<file path="src/rtl/irq_pkg.sv">
// irq_pkg: shared definitions for the platform interrupt controller.
//   - register window offsets (relative to the controller base address)
//   - id_width(): width needed to encode source IDs 1..n plus 0 = none
//   - `Irq_base: default bus base address of the 256-byte window
`ifndef Irq_base
`define Irq_base 64'h0000_0000_2000_0000
`endif

package irq_pkg;

    localparam logic [7:0] OFF_ENABLE    = 8'h00;
    localparam logic [7:0] OFF_MODE      = 8'h08;
    localparam logic [7:0] OFF_PENDING   = 8'h10;
    localparam logic [7:0] OFF_THRESHOLD = 8'h18;
    localparam logic [7:0] OFF_CLAIM     = 8'h20;
    localparam logic [7:0] OFF_PRIO_BASE = 8'h40;
    localparam int         WIN_BYTES     = 256;

    function automatic int id_width(input int n);
        return (n < 1) ? 1 : $clog2(n + 1);
    endfunction

endpackage

</file>
<file path="src/rtl/irq_prio_arb.sv">
// irq_prio_arb: combinational winner selection.
//   elig      : per-source eligibility (pending & enable & !in_service)
//   prio      : per-source priority
//   threshold : a source must have prio strictly above this to win
//   win_id    : winning ID (1..NUM_SRC), 0 when none
//   win_vld   : a winner exists
// Scanning upward with a strict '>' keeps the lowest ID on priority ties,
// and seeding the running best with threshold folds the threshold test
// (and the "priority 0 never delivered" rule) into the same compare.
module irq_prio_arb #(
    parameter int NUM_SRC = 8,
    parameter int PRIO_W  = 3,
    parameter int ID_W    = 4
) (
    input  logic [NUM_SRC-1:0]             elig,
    input  logic [NUM_SRC-1:0][PRIO_W-1:0] prio,
    input  logic [PRIO_W-1:0]              threshold,
    output logic [ID_W-1:0]                win_id,
    output logic                           win_vld
);

    logic [PRIO_W-1:0] best;

    always_comb begin
        best    = threshold;
        win_id  = '0;
        win_vld = 1'b0;
        for (int i = 0; i < NUM_SRC; i++) begin
            if (elig[i] && (prio[i] > best)) begin
                best    = prio[i];
                win_id  = ID_W'(i + 1);
                win_vld = 1'b1;
            end
        end
    end

endmodule

</file>
<file path="src/rtl/irq_ctrl.sv">
// irq_ctrl: platform interrupt controller in front of the core.
//   clk, reset (async, active-low)
//   irq_src      : raw asynchronous sources, bit i is ID i+1
//   irq_vector   : registered winning ID, 0 when irq_pending=0
//   irq_pending  : registered request to the core
//   irq_ack      : core took the interrupt (claims irq_vector)
//   irq_complete : core executed mret (completes active_id)
//   bus_*        : 64-bit load/store register window at BASE_ADDR
module irq_ctrl
    import irq_pkg::*;
#(
    parameter int          NUM_SRC   = 8,
    parameter int          PRIO_W    = 3,
    parameter logic [63:0] BASE_ADDR = `Irq_base,
    localparam int         ID_W      = id_width(NUM_SRC)
) (
    input  logic               clk,
    input  logic               reset,
    input  logic [NUM_SRC-1:0] irq_src,
    output logic [ID_W-1:0]    irq_vector,
    output logic               irq_pending,
    input  logic               irq_ack,
    input  logic               irq_complete,
    input  logic [63:0]        bus_address,
    input  logic [63:0]        bus_write_data,
    input  logic               bus_write_enable,
    input  logic               bus_read_enable,
    output logic [63:0]        bus_read_data
);

    logic [NUM_SRC-1:0]             s1, s2, s3;
    logic [NUM_SRC-1:0]             enable, mode, pending, in_service, in_service_nx;
    logic [NUM_SRC-1:0][PRIO_W-1:0] prio;
    logic [PRIO_W-1:0]              threshold;
    logic [ID_W-1:0]                active_id, active_id_nx, win_id;
    logic                           win_vld;

    // ---- address decode ----
    logic [63:0]        off;
    logic [7:0]         reg_off;
    logic               in_win, claim_rd, claim_wr, w1c_wr, claim, complete;
    logic [NUM_SRC-1:0] prio_hit, rise;
    logic [63:0]        rd_val;

    assign off      = bus_address - BASE_ADDR;
    assign in_win   = (bus_address >= BASE_ADDR) && (off[63:8] == '0) && (off[2:0] == 3'b000);
    assign reg_off  = off[7:0];
    assign claim_rd = bus_read_enable  && in_win && (reg_off == OFF_CLAIM);
    assign claim_wr = bus_write_enable && in_win && (reg_off == OFF_CLAIM);
    assign w1c_wr   = bus_write_enable && in_win && (reg_off == OFF_PENDING);

    // PRIO slots that would fall past the 256-byte window are unreachable
    // rather than aliasing onto the low registers.
    always_comb begin
        prio_hit = '0;
        for (int i = 0; i < NUM_SRC; i++)
            prio_hit[i] = in_win && (int'(OFF_PRIO_BASE) + 8 * i < WIN_BYTES)
                          && (reg_off == OFF_PRIO_BASE + 8'(8 * i));
    end

    always_comb begin
        rd_val = '0;
        case (reg_off)
            OFF_ENABLE:    rd_val = 64'(enable);
            OFF_MODE:      rd_val = 64'(mode);
            OFF_PENDING:   rd_val = 64'(pending);
            OFF_THRESHOLD: rd_val = 64'(threshold);
            OFF_CLAIM:     rd_val = 64'(irq_vector);
            default: begin
                for (int i = 0; i < NUM_SRC; i++)
                    if (prio_hit[i]) rd_val = 64'(prio[i]);
            end
        endcase
        if (!in_win) rd_val = '0;
    end

    // ---- claim / complete ----
    // Complete is applied before claim so both can land in one cycle.
    assign claim    = (irq_ack && irq_pending) || (claim_rd && (irq_vector != '0));
    assign complete = (active_id != '0) &&
                      (irq_complete || (claim_wr && (bus_write_data == 64'(active_id))));

    always_comb begin
        in_service_nx = in_service;
        active_id_nx  = active_id;
        if (complete) active_id_nx = '0;
        if (claim)    active_id_nx = irq_vector;
        for (int i = 0; i < NUM_SRC; i++) begin
            if (complete && (active_id == ID_W'(i + 1))) in_service_nx[i] = 1'b0;
            if (claim && (irq_vector == ID_W'(i + 1)))   in_service_nx[i] = 1'b1;
        end
    end

    assign rise = s2 & ~s3;

    irq_prio_arb #(
        .NUM_SRC (NUM_SRC),
        .PRIO_W  (PRIO_W),
        .ID_W    (ID_W)
    ) u_arb (
        .elig      (pending & enable & ~in_service),
        .prio      (prio),
        .threshold (threshold),
        .win_id    (win_id),
        .win_vld   (win_vld)
    );

    always_ff @(posedge clk or negedge reset) begin
        if (!reset) begin
            s1            <= '0;
            s2            <= '0;
            s3            <= '0;
            enable        <= '0;
            mode          <= '0;
            pending       <= '0;
            prio          <= '0;
            threshold     <= '0;
            in_service    <= '0;
            active_id     <= '0;
            irq_pending   <= 1'b0;
            irq_vector    <= '0;
            bus_read_data <= '0;
        end else begin
            s1 <= irq_src;
            s2 <= s1;
            s3 <= s2;

            if (bus_write_enable && in_win && (reg_off == OFF_ENABLE))
                enable <= bus_write_data[NUM_SRC-1:0];
            if (bus_write_enable && in_win && (reg_off == OFF_MODE))
                mode <= bus_write_data[NUM_SRC-1:0];
            if (bus_write_enable && in_win && (reg_off == OFF_THRESHOLD))
                threshold <= bus_write_data[PRIO_W-1:0];
            for (int i = 0; i < NUM_SRC; i++)
                if (bus_write_enable && prio_hit[i]) prio[i] <= bus_write_data[PRIO_W-1:0];

            // Edge sources latch; a new edge beats W1C and claim clearing.
            for (int i = 0; i < NUM_SRC; i++) begin
                if (!mode[i])
                    pending[i] <= s2[i];
                else if (rise[i])
                    pending[i] <= 1'b1;
                else if ((w1c_wr && bus_write_data[i]) || (claim && (irq_vector == ID_W'(i + 1))))
                    pending[i] <= 1'b0;
            end

            in_service <= in_service_nx;
            active_id  <= active_id_nx;

            // No nesting: nothing is presented while anything is in service.
            irq_pending   <= win_vld && (in_service_nx == '0);
            irq_vector    <= (win_vld && (in_service_nx == '0)) ? win_id : '0;
            bus_read_data <= bus_read_enable ? rd_val : '0;
        end
    end

endmodule
</file>
<file path="config.mk">
export PLATFORM = sky130hd
export DESIGN_NAME = irq_ctrl
export DESIGN_NICKNAME = d
export VERILOG_FILES = /design/src/rtl/irq_pkg.sv /design/src/rtl/irq_prio_arb.sv /design/src/rtl/irq_ctrl.sv
export SDC_FILE = /design/constraint.sdc
export NUM_CORES = 1
export LEC_CHECK = 0
export ABC_CLOCK_PERIOD_IN_PS = 35400
export BUFFER_PORTS_ARGS = -buffer_cell sky130_fd_sc_hd__buf_2
export CAP_MARGIN = 20
export CORE_MARGIN = 2
export CORE_UTILIZATION = 48
export DETAILED_ROUTE_END_ITERATION = 10
export PLACE_DENSITY = 0.76
export RECOVER_POWER = 50
export SYNTH_ARGS = -nofsm -noshare
export SYNTH_HDL_FRONTEND = slang
export SYNTH_SLANG_ARGS = --single-unit
</file>
<file path="constraint.sdc">
create_clock -name clk -period 35.4 [get_ports clk]
set_input_delay 5.31 -clock clk [delete_from_list [all_inputs] [get_ports clk]]
set_output_delay 5.31 -clock clk [all_outputs]
set_load 0.005 [all_outputs]
</file>
Yosys cells after proc, flatten, opt, wreduce, memory -nomap -nowiden
Cells that the tools add are included.
{"block": "totals", "out_inout_bits": 69, "wordCells": 236, "input_bits": 142, "reg_bits": 156}
{"block": "classes", "eq_ne": 37, "n_lt_le_gt_ge": 9, "addsub": 1, "reduce_logical": 80, "muxes": 77, "bitwise_logic": 5}
{"cell": "2-to-1 mux 64 bit", "count": 9}
{"cell": "one-hot mux 64 bit (5 select lines)", "count": 1}
{"cell": "== test 64 x 4 -> 1 bit", "count": 1}
{"cell": "== test 8 x 7 -> 1 bit (second input constant)", "count": 8}
{"cell": "greater-or-equal comparator 64 x 30 -> 1 bit (second input constant)", "count": 1}
{"cell": "subtractor 64 x 30 -> 64 bit (second input constant)", "count": 1}
{"cell": "logical AND 1 bit", "count": 63}
{"cell": "zero test 56 bit", "count": 1}
{"cell": "2-to-1 mux 1 bit", "count": 49}
{"cell": "2-to-1 mux 3 bit", "count": 12}
{"cell": "== test 4 x 3 -> 1 bit (second input constant)", "count": 8}
{"cell": "AND 8 bit", "count": 3}
{"cell": "greater-than comparator 3 bit", "count": 8}
{"cell": "inequality test 3 x 1 -> 1 bit (second input constant)", "count": 8}
{"cell": "== test 4 x 2 -> 1 bit (second input constant)", "count": 4}
{"cell": "== test 8 x 5 -> 1 bit (second input constant)", "count": 2}
{"cell": "zero test 8 bit", "count": 2}
{"cell": "2-to-1 mux 4 bit", "count": 4}
{"cell": "NOT 8 bit", "count": 2}
{"cell": "logical OR 1 bit", "count": 10}
{"cell": "== test 4 x 1 -> 1 bit (second input constant)", "count": 2}
{"cell": "== test 4 bit (second input constant)", "count": 2}
{"cell": "== test 8 x 4 -> 1 bit (second input constant)", "count": 1}
{"cell": "== test 8 x 6 -> 1 bit (second input constant)", "count": 1}
{"cell": "other kinds (4)", "count": 6}

Depth between registers and ports, before layout
{"block": "depth", "ltp_word": 27, "depth_mapped": 60, "mapped_depth_nobuf": 60}

Hierarchy
From an unflattened synthesis, not the netlist that was laid out.
{"block": "unflattened", "hier_cells": 756, "hier_area_um2": 7014.2}
{"module": "irq_ctrl", "cells_per_inst": 582, "area_each_um2": 5820.6, "n_inst": 1, "seq_area_each_um2": 2502.4}
{"module": "irq_prio_arb", "cells_per_inst": 174, "area_each_um2": 1193.6, "n_inst": 1, "seq_area_each_um2": 0.0}

Worst setup path before layout
OpenSTA, ideal clock, no wires.
{"block": "synth_path", "kind": "reg2reg", "from": "register threshold[2]", "to": "register irq_pending", "path_stages_with_launch": 56, "arrival_ns": 11.732, "setup_ns": 0.129, "t_required_ns": 35.271, "path_buffers": 0, "synth_period_minus_slack_ns": 11.861, "slack_ns": 23.539, "cell_sequence": "dfrtp_1 > inv_1 > ha_1 > nand3_1 > and4b_1 > nand2_1 > o21ai_0 > ha_1 > or2_2 > maj3_1 > nand4_1 > o211ai_1 > a21oi_1 > mux2_2 > ha_1 > o21ba_2 > or2_2 > nor3_1 > (+20 left out) > nor3_1 > a21oi_1 > o22ai_1 > o211ai_1 > and2_1 > o21ai_0 > ha_1 > and3_1 > nor4_1 > nand2_1 > o21a_1 > ha_1 > nor2b_1 > o21ai_0 > inv_1 > o21ai_0 > nand3_1 > o41a_1"}
{"block": "synth_between", "elab_chain_cells": 25, "word_cells_on_any_way": 32, "classes_between": "order compare (8); mux (15); reduce/logical (9)"}
{"element": "start, declared", "line": "irq_ctrl.sv:34", "rtl": "logic [PRIO_W-1:0] threshold;"}
{"element": "start signal, assigned", "line": "irq_ctrl.sv:133", "rtl": "threshold <= bus_write_data[PRIO_W-1:0];"}
{"element": "greater-than comparator 3 bit", "line": "irq_prio_arb.sv:29", "rtl": "if (elig[i] && (prio[i] > best)) begin"}
{"element": "logical AND 1 bit", "line": "irq_prio_arb.sv:29"}
{"element": "2-to-1 mux 3 bit", "line": "irq_prio_arb.sv:29"}
{"element": "greater-than comparator 3 bit", "line": "irq_prio_arb.sv:29"}
{"element": "logical AND 1 bit", "line": "irq_prio_arb.sv:29"}
{"element": "2-to-1 mux 3 bit", "line": "irq_prio_arb.sv:29"}
{"element": "greater-than comparator 3 bit", "line": "irq_prio_arb.sv:29"}
{"element": "logical AND 1 bit", "line": "irq_prio_arb.sv:29"}
{"element": "(+9 left out)"}
{"element": "2-to-1 mux 3 bit", "line": "irq_prio_arb.sv:29"}
{"element": "greater-than comparator 3 bit", "line": "irq_prio_arb.sv:29"}
{"element": "logical AND 1 bit", "line": "irq_prio_arb.sv:29"}
{"element": "2-to-1 mux 3 bit", "line": "irq_prio_arb.sv:29"}
{"element": "greater-than comparator 3 bit", "line": "irq_prio_arb.sv:29"}
{"element": "logical AND 1 bit", "line": "irq_prio_arb.sv:29"}
{"element": "2-to-1 mux 1 bit *", "line": "irq_prio_arb.sv:29"}
{"element": "logical AND 1 bit *", "line": "irq_ctrl.sv:151", "rtl": "irq_pending <= win_vld && (in_service_nx == '0);"}
{"element": "end signal, assigned", "line": "irq_ctrl.sv:151"}
{"element": "end, declared", "line": "irq_ctrl.sv:21", "rtl": "output logic irq_pending,"}
Mark *: on every way between the ends. The rest lies on a longest branch, timed or not.
A chain may end at the register's enable or synchronous reset.

Final worst setup path
Ends and elaborated chain as after synthesis.

==> reports/results.md <==
Run status
- **outcome** finished, violations left
- **violations in the final reports** max-capacitance violations, max-slew violations

Power and ir drop
- **areal power density over the cells** 29.81 nW/µm²
- **logic gate share of total power** 10.0%
- **maximum VDD drop** 0.02371 mV
- **power share of the clock group** 40.0%
- **P_leak** 3.611 nW
- **overall power consumption** 0.2339 mW
- **Internal** 0.1739 mW
- **part of the power in registers** 50.0%
- **Sw Share** 25.64%
- **reported net switching power** 0.05999 mW

Layout
- **# diodes** 0
- **design area** 7848 µm²
- **number of flip-flops in the largest register** 24
- **register with the most flip-flops** prio
- **end-of-flow core utilization** 56.32%
- **net total in the final layout** 1067
- **proportion of layout cells with a drive suffix above 1** 25.05%
- **synthesis-to-finish area growth** 14.60%

Setup path
- **category of cells accounting for the largest share of critical-path delay** compound AO/OA/AOI/OAI gates
- **worst path buffer plus inverter count** 3
- **crit path max-delay cell type** a2111oi_1
- **arrival time at the worst endpoint** 13640 ps
- **Worst setup EP type** flip-flop
- **endpoint required time on the critical path** 35620 ps
- **CP Class** reg2reg
- **biggest fanout along the worst timing path** 8
- **type of origin of the critical path** flip-flop
- **critical path's largest stage delay** 760 ps
- **most prevalent standard cell on the critical path** ha_1

Logic synthesis
- **yosys synthesis warning count** 0
- **cells taking the most area after synthesis** dfrtp_1 (37%), mux2_2 (7.1%), buf_4 (6.1%)
- **largest area contributor in the synthesized netlist** dfrtp_1
- **simple logic cell fraction of the synthesized area** 23.68%
- **area share of the largest cell type after synthesis** 36.54%
- **synthesized-area fraction occupied by ao, oa, aoi and oai cells** 17.21%
- **combinational family with the most area after synthesis** simple AND/OR/NAND/NOR gates
- **netlist area before placement** 6848 µm²
- **Synth Flop Type** dfrtp_1
- **number of distinct library cells after synthesis** 80
- **most frequent cell after synthesis** dfrtp_1
- **Synth top cells by count** dfrtp_1 (100), nand2_1 (95), buf_4 (56)
- **adder and majority gate portion of the synthesized area** 2.887%
- **share of async-settable or async-resettable flops after synthesis** 100.0%
- **share of cell area taken by muxes after synthesis** 9.848%
- **register bit total from synthesis** 100
- **synthesized area per cell** 8.987 µm²
- **sequential element share of the synthesized area** 36.54%
- **share of the synthesized netlist area taken by xor and xnor gates** 0.8953%
- **Syn Inst Count** 762
- **Post-synth EDFFs** 0

Clock tree
- **number of CTS-inserted buffers** 9
- **TritonCTS sink count** 100
- **maximum clock path buffer count** 2
- **TritonCTS clock tree** yes
- **worst-skew pair later-pin latency** 340 ps
- **Clock Pin Slew Worst Setup and Hold Paths** 70 ps
- **number of gates resized after cts** 0
- **Clk Tree Root Cell** clkbuf_16
- **count of buffers added by post-CTS timing repair for setup** 0
- **deepest level of the CTS H-tree** 3
- **CTS Hold Bufs** 0

Floorplanning
- **height of the chip** 123.4 µm
- **FP Rows** 43
- **area of the core** 13930 µm²
- **Initial Utilization** 49.14%
- **area of the die** 15240 µm²
- **width of the die** 123.4 µm
- **I/O pin count** 211

Drt
- **antenna-violating nets left** 0
- **number of design-rule violations left by the first detailed-router iteration** 785
- **number of remaining DRC errors** 0
- **final WL** 19190 µm
- **number of search-and-repair iterations in the first detailed-routing pass** 6
- **average via count per standard cell** 5.906
- **overall via count from detail_route** 6461
- **routed wire length per instance** 17.54 µm

Timing
- **unrepaired setup endpoints after global routing** false
- **Setup Skew** 9.007 ps
- **total negative setup slack** 0 ps
- **worst-case headroom to the max-slew limit** -144.0%
- **transition time at the pin with the least slew margin** 3660 ps
- **final setup fails** 0
- **time the final worst path needs with I/O delays and setup** 13420 ps
- **final cycle utilization of the critical path** 37.90%
- **pins over their slew limit** 103
- **minimum hold slack** 348.1 ps
- **highest attainable clock frequency** 74.53 MHz
- **final hold violation count** 0

Place
- **Final Wtd Congestion** 0.9679
- **detailed-placement wirelength estimate** 15130 µm
- **number of buffers added on ports** 154
- **post-detailed-placement cell area** 7576 µm²

Global routing
- **vias in the first global route** 5997
- **antenna violations before repair** 0
- **global-route wire length before repair** 30590 µm
- **gr usage total** 25.96%
- **pin count of the biggest net entering global routing** 71
- **total congestion overflow** 0

Run
- **number of max-capacitance violations reported** 2

Hold path
- **min-delay worst type** reg2reg

==> power groups by stage <==
stage          clock network, mW  logic [mW]  registers (mW)
6_report                  0.0936      0.0234           0.117
2_1_floorplan                  0      0.0134           0.119
4_1_cts                   0.0944      0.0234           0.117
5_1_grt                   0.0997      0.0264           0.117
3_3_place_gp                   0      0.0229           0.119
3_5_place_dp                   0      0.0232           0.119
==> worst paths after layout <==
kind	from	to	cells after the start	slack, ps
setup / recovery	threshold[2]$_DFFE_PN0P_	irq_pending$_DFF_PN0_	56	21980
hold / removal	s1[3]$_DFF_PN0_	s2[3]$_DFF_PN0_	0	350
setup reg to reg	threshold[2]$_DFFE_PN0P_	irq_pending$_DFF_PN0_	56	21980
hold reg to reg	s1[3]$_DFF_PN0_	s2[3]$_DFF_PN0_	0	350
max in group asynchronous	reset	prio[15]$_DFFE_PN0P_	2	25880
min in group asynchronous	reset	s1[0]$_DFF_PN0_	1	5340
==> worst reg2reg max path, delay by kind of cell (launching register included) <==
kind | cells | cell delay, ps
compound gates | 23 | 5190
simple gates | 20 | 4160
fa+ha+maj | 9 | 2670
flops | 1 | 440
buf+inv | 3 | 440
mux | 1 | 390
==> area by class of cell <==
cell class              count  area (µm²)
fillers                  1272        6087
multi-input cells         611        3944
flip-flops and latches    100        2502
repair buffers            157       777.0
clock buffers               9       225.2
well taps                 180       225.2
inverters                  31       116.4
clock inverters             6       57.56
==> logic make-up after synthesis <==
family,count (synthesis)
AND/OR/NAND/NOR,307
AO/OA/AOI/OAI,168
buffers and inverters,106
flip-flops,100
multiplexers,57
adder cells (fa/ha/maj),16
XOR/XNOR,7
other,1
==> layer usage <==
layer	track usage, %	vias up	routed length [µm]
li1	-	3038	-
met1	36.69	3074	8281
met2	41.79	310	9070
met3	2.721	39	1405
met4	8.594	0	427
met5	0	-	0
==> through the flow <==
stage,cells,worst slack [ps]
global placement,1078,22320
detailed placement,1078,22090
finish,1094,21980
global route,1094,20750
floorplan,817,23540
CTS,1093,22030
==> placed cells by master (no fill, tap or decap), types with 15 or more instances in the layout <==
cell type  netlist  routed
inv_1           31      31
o21ai_0         29      29
conb_1           1      56
nand2_1         95      95
mux2_2          43      43
a21oi_1         28      28
nor4_1          33      33
ha_1            15      15
nor3_1          28      28
buf_2            0     146
dfrtp_1        100     100
nand3_1         18      18
nor2_1          48      48
nand4_1         18      18
(Power assumes the default switching activity.)
